===== src/rtl/ps2_kbd_decoder.sv =====
// ps2_kbd_decoder: folds PS/2 set-2 prefix bytes (E0/F0/E1) into single key events
// with modifier tracking and a one-deep valid/ready event register.
module ps2_kbd_decoder #(
    parameter int PAUSE_SKIP = 7
) (
    input  logic       clk,
    input  logic       rst,
    input  logic       rdy,
    input  logic [7:0] data,
    output logic       done,
    output logic       evt_valid,
    input  logic       evt_ready,
    output logic [7:0] evt_code,
    output logic       evt_ext,
    output logic       evt_break,
    output logic [3:0] mods,
    output logic       err
);
    localparam int W = $clog2(PAUSE_SKIP + 1);
    typedef enum logic [2:0] {IDLE, EXT, BRK, EXTBRK, SKIP} state_t;
    state_t state, state_nx;
    logic [W-1:0] cnt, cnt_nx;
    logic emit, emit_ext, emit_brk, set_err, fresh, fake_shift;
    // {rgui, lgui, ralt, lalt, rctrl, lctrl, rshift, lshift}
    logic [7:0] held, held_nx;
    assign done = rdy & (~evt_valid | evt_ready) & ~rst;
    assign mods = {held[7] | held[6], held[5] | held[4], held[3] | held[2], held[1] | held[0]};
    assign fresh = state == IDLE || (state == EXT && (data == 8'hE0 || data == 8'hE1));
    assign fake_shift = data == 8'h12 || data == 8'h59;
    always_comb begin
        state_nx = state;
        cnt_nx = cnt;
        emit = 1'b0;
        emit_ext = 1'b0;
        emit_brk = 1'b0;
        set_err = 1'b0;
        if (state == SKIP) begin
            cnt_nx = cnt - 1'b1;
            state_nx = cnt == W'(1) ? IDLE : SKIP;
        end else if (fresh) begin
            state_nx = IDLE;
            if (data == 8'hE0) state_nx = EXT;
            else if (data == 8'hF0) state_nx = BRK;
            else if (data == 8'hE1) begin
                state_nx = SKIP;
                cnt_nx = W'(PAUSE_SKIP);
            end else if (data == 8'h00 || data == 8'hFF) set_err = 1'b1;
            else if (!(data == 8'hAA || data == 8'hFA || data == 8'hFE || data == 8'hEE)) emit = 1'b1;
        end else if (state == EXT) begin
            state_nx = data == 8'hF0 ? EXTBRK : IDLE;
            emit = data != 8'hF0 && !fake_shift;
            emit_ext = 1'b1;
        end else begin
            state_nx = IDLE;
            emit = state == BRK || !fake_shift;
            emit_ext = state == EXTBRK;
            emit_brk = 1'b1;
        end
    end
    always_comb begin
        held_nx = held;
        if (emit) begin
            if (!emit_ext && data == 8'h12) held_nx[0] = ~emit_brk;
            if (!emit_ext && data == 8'h59) held_nx[1] = ~emit_brk;
            if (!emit_ext && data == 8'h14) held_nx[2] = ~emit_brk;
            if (emit_ext && data == 8'h14) held_nx[3] = ~emit_brk;
            if (!emit_ext && data == 8'h11) held_nx[4] = ~emit_brk;
            if (emit_ext && data == 8'h11) held_nx[5] = ~emit_brk;
            if (emit_ext && data == 8'h1F) held_nx[6] = ~emit_brk;
            if (emit_ext && data == 8'h27) held_nx[7] = ~emit_brk;
        end
    end
    always_ff @(posedge clk or posedge rst) begin
        if (rst) begin
            state <= IDLE;
            cnt <= '0;
            held <= '0;
            err <= 1'b0;
            evt_valid <= 1'b0;
            evt_code <= '0;
            evt_ext <= 1'b0;
            evt_break <= 1'b0;
        end else begin
            if (done) begin
                state <= state_nx;
                cnt <= cnt_nx;
                held <= held_nx;
                err <= err | set_err;
                if (emit) begin
                    evt_code <= data;
                    evt_ext <= emit_ext;
                    evt_break <= emit_brk;
                end
            end
            evt_valid <= (done && emit) ? 1'b1 : evt_ready ? 1'b0 : evt_valid;
        end
    end
endmodule

===== config.mk =====
export PLATFORM = sky130hd
export DESIGN_NAME = ps2_kbd_decoder
export DESIGN_NICKNAME = d
export VERILOG_FILES = /design/src/rtl/ps2_kbd_decoder.sv
export SDC_FILE = /design/constraint.sdc
export NUM_CORES = 1
export LEC_CHECK = 0
export BUFFER_PORTS_ARGS = -buffer_cell sky130_fd_sc_hd__buf_2
export CAP_MARGIN = 0
export CORE_MARGIN = 2
export CORE_UTILIZATION = 54
export CTS_CLUSTER_SIZE = 24
export DETAILED_ROUTE_END_ITERATION = 12
export GPL_TIMING_DRIVEN = 0
export PLACE_DENSITY_LB_ADDON = 0.05
export REMOVE_ABC_BUFFERS = 1
export SLEW_MARGIN = 20
export SYNTH_ARGS = -nofsm -noshare
export SYNTH_HDL_FRONTEND = slang
export SYNTH_SLANG_ARGS = --single-unit

===== constraint.sdc =====
create_clock -name clk -period 2.2 [get_ports clk]
set_input_delay 0.33 -clock clk [delete_from_list [all_inputs] [get_ports clk]]
set_output_delay 0.33 -clock clk [all_outputs]
set_load 0.02 [all_outputs]

==> run_results.csv, run 1 <==
group,metric,value,unit
die,io_pins,29,
detailed_routing,vias_per_cell,6.03,
cts,worstSkewPairLatency,310,ps
synthesis,netlist_instances,139,
detailed_routing,vias,1181,
detailed_routing,first_iter_violations,45,
final_layout,postLayoutCoreUtil,0.659,
place,placed_area,0.00159,mm2
final_layout,post-route-cell-area,0.00166,mm2
place,hpwlAfterDp,2.12,mm
synthesis,yosys_warnings,0,
cts,cts_made_buffers,3,
cts,h-tree-depth,1,
detailed_routing,drc,0,
die,start_util,0.576,
timing,final-hold-violation-count,0,
critical_path,crit_path_end_kind,"flop",
synthesis,synth-main-ff-cell,"dfrtp_1",
synthesis,avgSynthCellArea,10.5,um2
timing,worst_pin_slew,956,ps
critical_path,crit_type,"input port to flop",
synthesis,ys_ff_latch,26,
synthesis,seq_area_frac_synth,0.448,
global_routing,grt_max_degree,27,
synthesis,synth_cell_type_count,40,
synthesis,synth-edff-count,0,
timing,fmax,465,MHz
status,status,"finished clean",
final_layout,area_growth,14.4,%
cts,clk_pin_slew,130,ps
cts,cts_tree,"done",
critical_path,rr_worst_depth,5,
synthesis,ys_async_sr_fraction,1.00,
global_routing,grt_overflow,0,
cts,cts-root-buf,"clkbuf_4",
die,die_h,55.9,um
final_layout,fin_nets,182,
timing,slew_headroom,0.362,
cts,cts_buffer_depth,2,
timing,fin_worst_skew,3.20,ps
hold_path,holdCritPathClass,"input port to asynchronous set/reset pin",
global_routing,grt_pass1_wl,5.00,mm
timing,grt_setup_unrepaired,"yes",
critical_path,critPathRequiredTime,2410,ps
job,drv_cap,0,
cts,clock-sinks,26,
die,fp.dieW,55.9,um
final_layout,fillers,206,
timing,setup_tns,0,ps
final_layout,drive_gt1_frac,0.386,
timing,finalSetupViolCount,0,
die,fp.dieArea,0.00312,mm2
detailed_routing,wl_per_cell,15.4,um
power_and_ir_drop,irDropWorstVdd,0.473,mV
timing,drv_slew,0,
timing,min_period_over_period,0.977,
final_layout,antennaDiodeCount,0,
critical_path,timing.rr.start,"state[0]",
die,core.rowCount,18,
power_and_ir_drop,power.density,684,mW/mm2
detailed_routing,firstDrtPassIters,4,
critical_path,rrSetupSlack,110,ps
critical_path,start_kind,"input port",
global_routing,grt_usage,0.197,
critical_path,r2r_end,"evt_ext",
critical_path,worstPathArrival,2360,ps
detailed_routing,final_antenna_net_count,0,
timing,layout_min_cycle_time,2150,ps
timing,whs,229,ps
power_and_ir_drop,p_leak,0.805,nW
global_routing,antenna_found_initial,0,
synthesis,synth_area,0.00145,mm2
die,core,0.00252,mm2
critical_path,crit_fanout,10,
place,port_buffers,28,
global_routing,grt_pass1_vias,1128,
detailed_routing,routed_wl,3.02,mm
place,gp_congestion,0.875,
cts,hold_buffers,0,
kinds of logic (layout without fill, tap and decap cells):
group | after synthesis | after routing | synth area share
flip-flops | 26 | 26 | 0.448
XOR/XNOR | 1 | 1 | 0.00603
adder cells (fa/ha/maj) | 2 | 2 | 0.0172
multiplexers | 18 | 18 | 0.159
AND/OR/NAND/NOR | 61 | 61 | 0.238
AO/OA/AOI/OAI | 19 | 20 | 0.0896
buffers and inverters | 12 | 38 | 0.0422
worst max-delay path: stages:
cell and delay, ps:
buf_2 160, or3_4 430, or3_1 410, o21a_1 240
a21o_1 180, nor4_1 240, mux2_2 370
worst max path at each step:
stage                  start     endpoint  slack (ps)  cells past startpoint
finish               data[1]      held[1]          50                      7
global route        state[2]      held[0]         -30                      6
CTS                 state[2]  evt_code[3]          40                      5
detailed placement   data[1]  evt_code[3]        -390                      5
global placement     data[1]  evt_code[3]        -380                      5
floorplan            data[1]  evt_code[3]          10                      4
state kept, by name, summed over array words and instances, names as in the netlist:
| name | cells |
|---|---|
| cnt | 3 |
| err | 1 |
| evt_break | 1 |
| evt_code | 8 |
| evt_ext | 1 |
| evt_valid | 1 |
| held | 8 |
| state | 3 |
power by group:
part	leakage, nW	internal, W	switching, W
registers	0.337	0.000546	0.0000447
logic	0.454	0.000157	0.000194
clock network	0.0138	0.0000640	0.000131
total	0.805	0.000767	0.000370
cells in the mapped netlist, drive strengths merged (2+ instances only):
library cell / instances / area share
buf: 3 / 0.019
a21o: 3 / 0.016
nand2: 11 / 0.028
nor2: 12 / 0.031
nor3: 3 / 0.010
dfrtp: 26 / 0.45
nand2b: 3 / 0.013
or3b: 2 / 0.012
inv: 6 / 0.016
nand4: 2 / 0.0086
ha: 2 / 0.017
or2: 6 / 0.026
a21oi: 6 / 0.021
clkbuf: 3 / 0.0078
nor4: 4 / 0.017
a31oi: 2 / 0.0086
or3: 4 / 0.021
o21ai: 2 / 0.0095
nand3: 4 / 0.014
nand4b: 3 / 0.018
mux2: 17 / 0.15
nor2b: 2 / 0.0086
layout make-up:
cell class | instances | area, um2 | area share
multi-input combinational | 102 | 781 | 0.470
sequential | 26 | 651 | 0.392
timing repair buffer | 29 | 148 | 0.0889
tap | 30 | 37.5 | 0.0226
clock buffer | 3 | 22.5 | 0.0136
inverter | 6 | 22.5 | 0.0136
placed cells by master, fill, tap and decap left out, drive strengths merged, types with 2 or more instances in the layout:
cell,Yosys,layout
a21o,3,3
a21oi,6,6
a31oi,2,2
buf,3,29
clkbuf,3,3
dfrtp,26,26
ha,2,2
inv,6,6
mux2,17,17
nand2,11,11
nand2b,3,3
nand3,4,4
nand4,2,2
nand4b,3,3
nor2,12,12
nor2b,2,2
nor3,3,3
nor4,4,4
o21ai,2,2
o32a,1,2
or2,6,6
or3,4,4
or3b,2,2
through the flow:
step	total power (W)	cells	setup slack [ps]
floorplan	0.000830	133	14.1
CTS	0.00114	194	43.2
global route	0.00121	196	-30.4
finish	0.00114	196	50.4
global placement	0.000929	191	-378
detailed placement	0.000942	191	-392
per-layer routing:
metal,GRT usage,share of wire
met5,0,0
met4,0.0374,0.0020
met2,0.338,0.47
met3,0.0349,0.075
met1,0.263,0.45
repair_timing:
action                     CTS  global route
setup endpoints to repair   11            13
gates resized for setup      2             5
setup buffers                0             1
cloned                       0             1
pin swaps                    0             2
Note: power is estimated with default switching activity, not from simulation.
==> inputs of run 2 (changes only) <==
- CELL_PAD_IN_SITES_DETAIL_PLACEMENT: not set -> 0
- CELL_PAD_IN_SITES_GLOBAL_PLACEMENT: not set -> 1
- CORE_UTILIZATION: 54 -> 42
==> run_results.csv, run 2 (synthesis gave the netlist of run 1 again) <==
group,metric,value,unit
status,status,"finished clean",
die,core,0.00334,mm2
final_layout,fillers,325,
detailed_routing,vias_per_cell,5.38,
final_layout,final_cells,213,
die,start_util,0.435,
power_and_ir_drop,power.density,743,mW/mm2
timing,whs,20.6,ps
global_routing,antenna_found_initial,0,
cts,cts-root-buf,"clkbuf_4",
critical_path,crit_type,"input port to flop",
global_routing,grt_pass1_wl,5.46,mm
detailed_routing,final_antenna_net_count,0,
detailed_routing,drc,0,
cts,clk_pin_slew,150,ps
timing,setup_tns,0,ps
power_and_ir_drop,p_total,0.00128,W
die,fp.dieW,62.8,um
final_layout,drive_gt1_frac,0.407,
detailed_routing,routed_wl,3.14,mm
timing,fin_worst_skew,3.24,ps
timing,grt_setup_unrepaired,"no",
critical_path,worstPathArrival,2320,ps
final_layout,mostFrequentLayoutCells,"buf_2, dfrtp_1, nor2_1",
job,drv_cap,0,
die,fp.dieArea,0.00395,mm2
timing,final-hold-violation-count,0,
timing,worst_pin_slew,638,ps
die,core.rowCount,21,
cts,clock-sinks,26,
detailed_routing,firstDrtPassIters,4,
place,pre_cts_ws,-440,ps
global_routing,grt_pass1_vias,1129,
timing,finalSetupViolCount,0,
final_layout,area_growth,19.1,%
final_layout,fin_nets,182,
power_and_ir_drop,p_leak,0.821,nW
critical_path,crit_path_end_kind,"flop",
place,port_buffers,28,
critical_path,critPathRequiredTime,2440,ps
critical_path,crit_fanout,10,
detailed_routing,first_iter_violations,34,
die,io_pins,29,
final_layout,reg_top3,"evt_code (8), held (8)",
global_routing,grt_overflow,0,
final_layout,antennaDiodeCount,0,
critical_path,rrSetupSlack,170,ps
place,place_inst,207,
power_and_ir_drop,irDropWorstVdd,0.404,mV
timing,fmax,480,MHz
global_routing,grt_max_degree,27,
timing,worst_slack,117,ps
timing,slew_headroom,0.575,
cts,worstSkewPairLatency,340,ps
detailed_routing,vias,1147,
critical_path,crit_start,"data[1]",
place,hpwlAfterDp,2.08,mm
cts,h-tree-depth,1,
critical_path,timing.rr.start,"state[1]",
place,gp_congestion,0.812,
cts,cts_buffer_depth,2,
timing,drv_slew,0,
timing,layout_min_cycle_time,2080,ps
critical_path,r2r_end,"evt_code[4]",
critical_path,start_kind,"input port",
die,die_h,62.8,um
detailed_routing,wl_per_cell,14.7,um
cts,cts_made_buffers,3,
hold_path,holdCritPathClass,"input port to asynchronous set/reset pin",
cts,cts_tree,"done",
timing,min_period_over_period,0.947,
critical_path,rr_worst_depth,5,
final_layout,final_common_cell,"buf_2",
global_routing,grt_usage,0.175,
run 2: cell types whose count changed in the layout (fill, tap and decap cells not counted), sizes merged:
cell    previous run  this run
bufinv             0         1
run 2: worst max-delay path by stage:
stage	endpoint
5_1_grt	held[1]
4_1_cts	evt_ext
3_3_place_gp	evt_code[3]
2_1_floorplan	evt_code[3]
3_5_place_dp	evt_code[3]
6_report	held[1]
run 2: report_power, final:
part	switching [W]	internal [W]
clock network	0.000153	0.000185
logic	0.000198	0.000158
registers	0.0000442	0.000547
run 2: layer usage:
layer | share of wire | wire (um) | global-route usage | up-vias
met5 | 0 | 0 | 0 | -
met2 | 0.45 | 1410 | 0.285 | 33
met4 | 0.023 | 72 | 0.0667 | 0
li1 | - | - | - | 562
met3 | 0.048 | 151 | 0.0252 | 7
met1 | 0.48 | 1500 | 0.237 | 545
run 2: metrics by stage:
| stage | area (um2) | utilization |
|---|---|---|
| after floorplan | 1410 | - |
| after global placement | 1610 | 0.483 |
| after detailed placement | 1610 | 0.483 |
| after CTS | 1700 | 0.508 |
| after global routing | 1730 | 0.519 |
| final | 1730 | 0.519 |
run 2: cell type report:
cell class / instances / area, um2 / share of cell area
Multi-Input combinational cell: 102 / 798 / 0.461
Sequential cell: 26 / 652 / 0.377
Timing Repair Buffer: 29 / 148 / 0.0853
Tap cell: 46 / 57.6 / 0.0333
Clock inverter: 1 / 30.0 / 0.0174
Clock buffer: 3 / 22.5 / 0.0130
Inverter: 6 / 22.5 / 0.0130
run 2: critical path: stages:
cell and delay [ps]:
buf_2 150, or3_4 420, or3_1 410, o21a_1 230, a21o_1 190, nor4_1 220, mux2_2 370
run 2: repair_timing:
action | 4_1_cts | 5_1_grt
hold buffers | 0 | 0
cloned | 1 | 0
pin swaps | 1 | 2
gates resized for setup | 4 | 6
setup endpoints to repair | 15 | 18
buffers inserted | 1 | 0
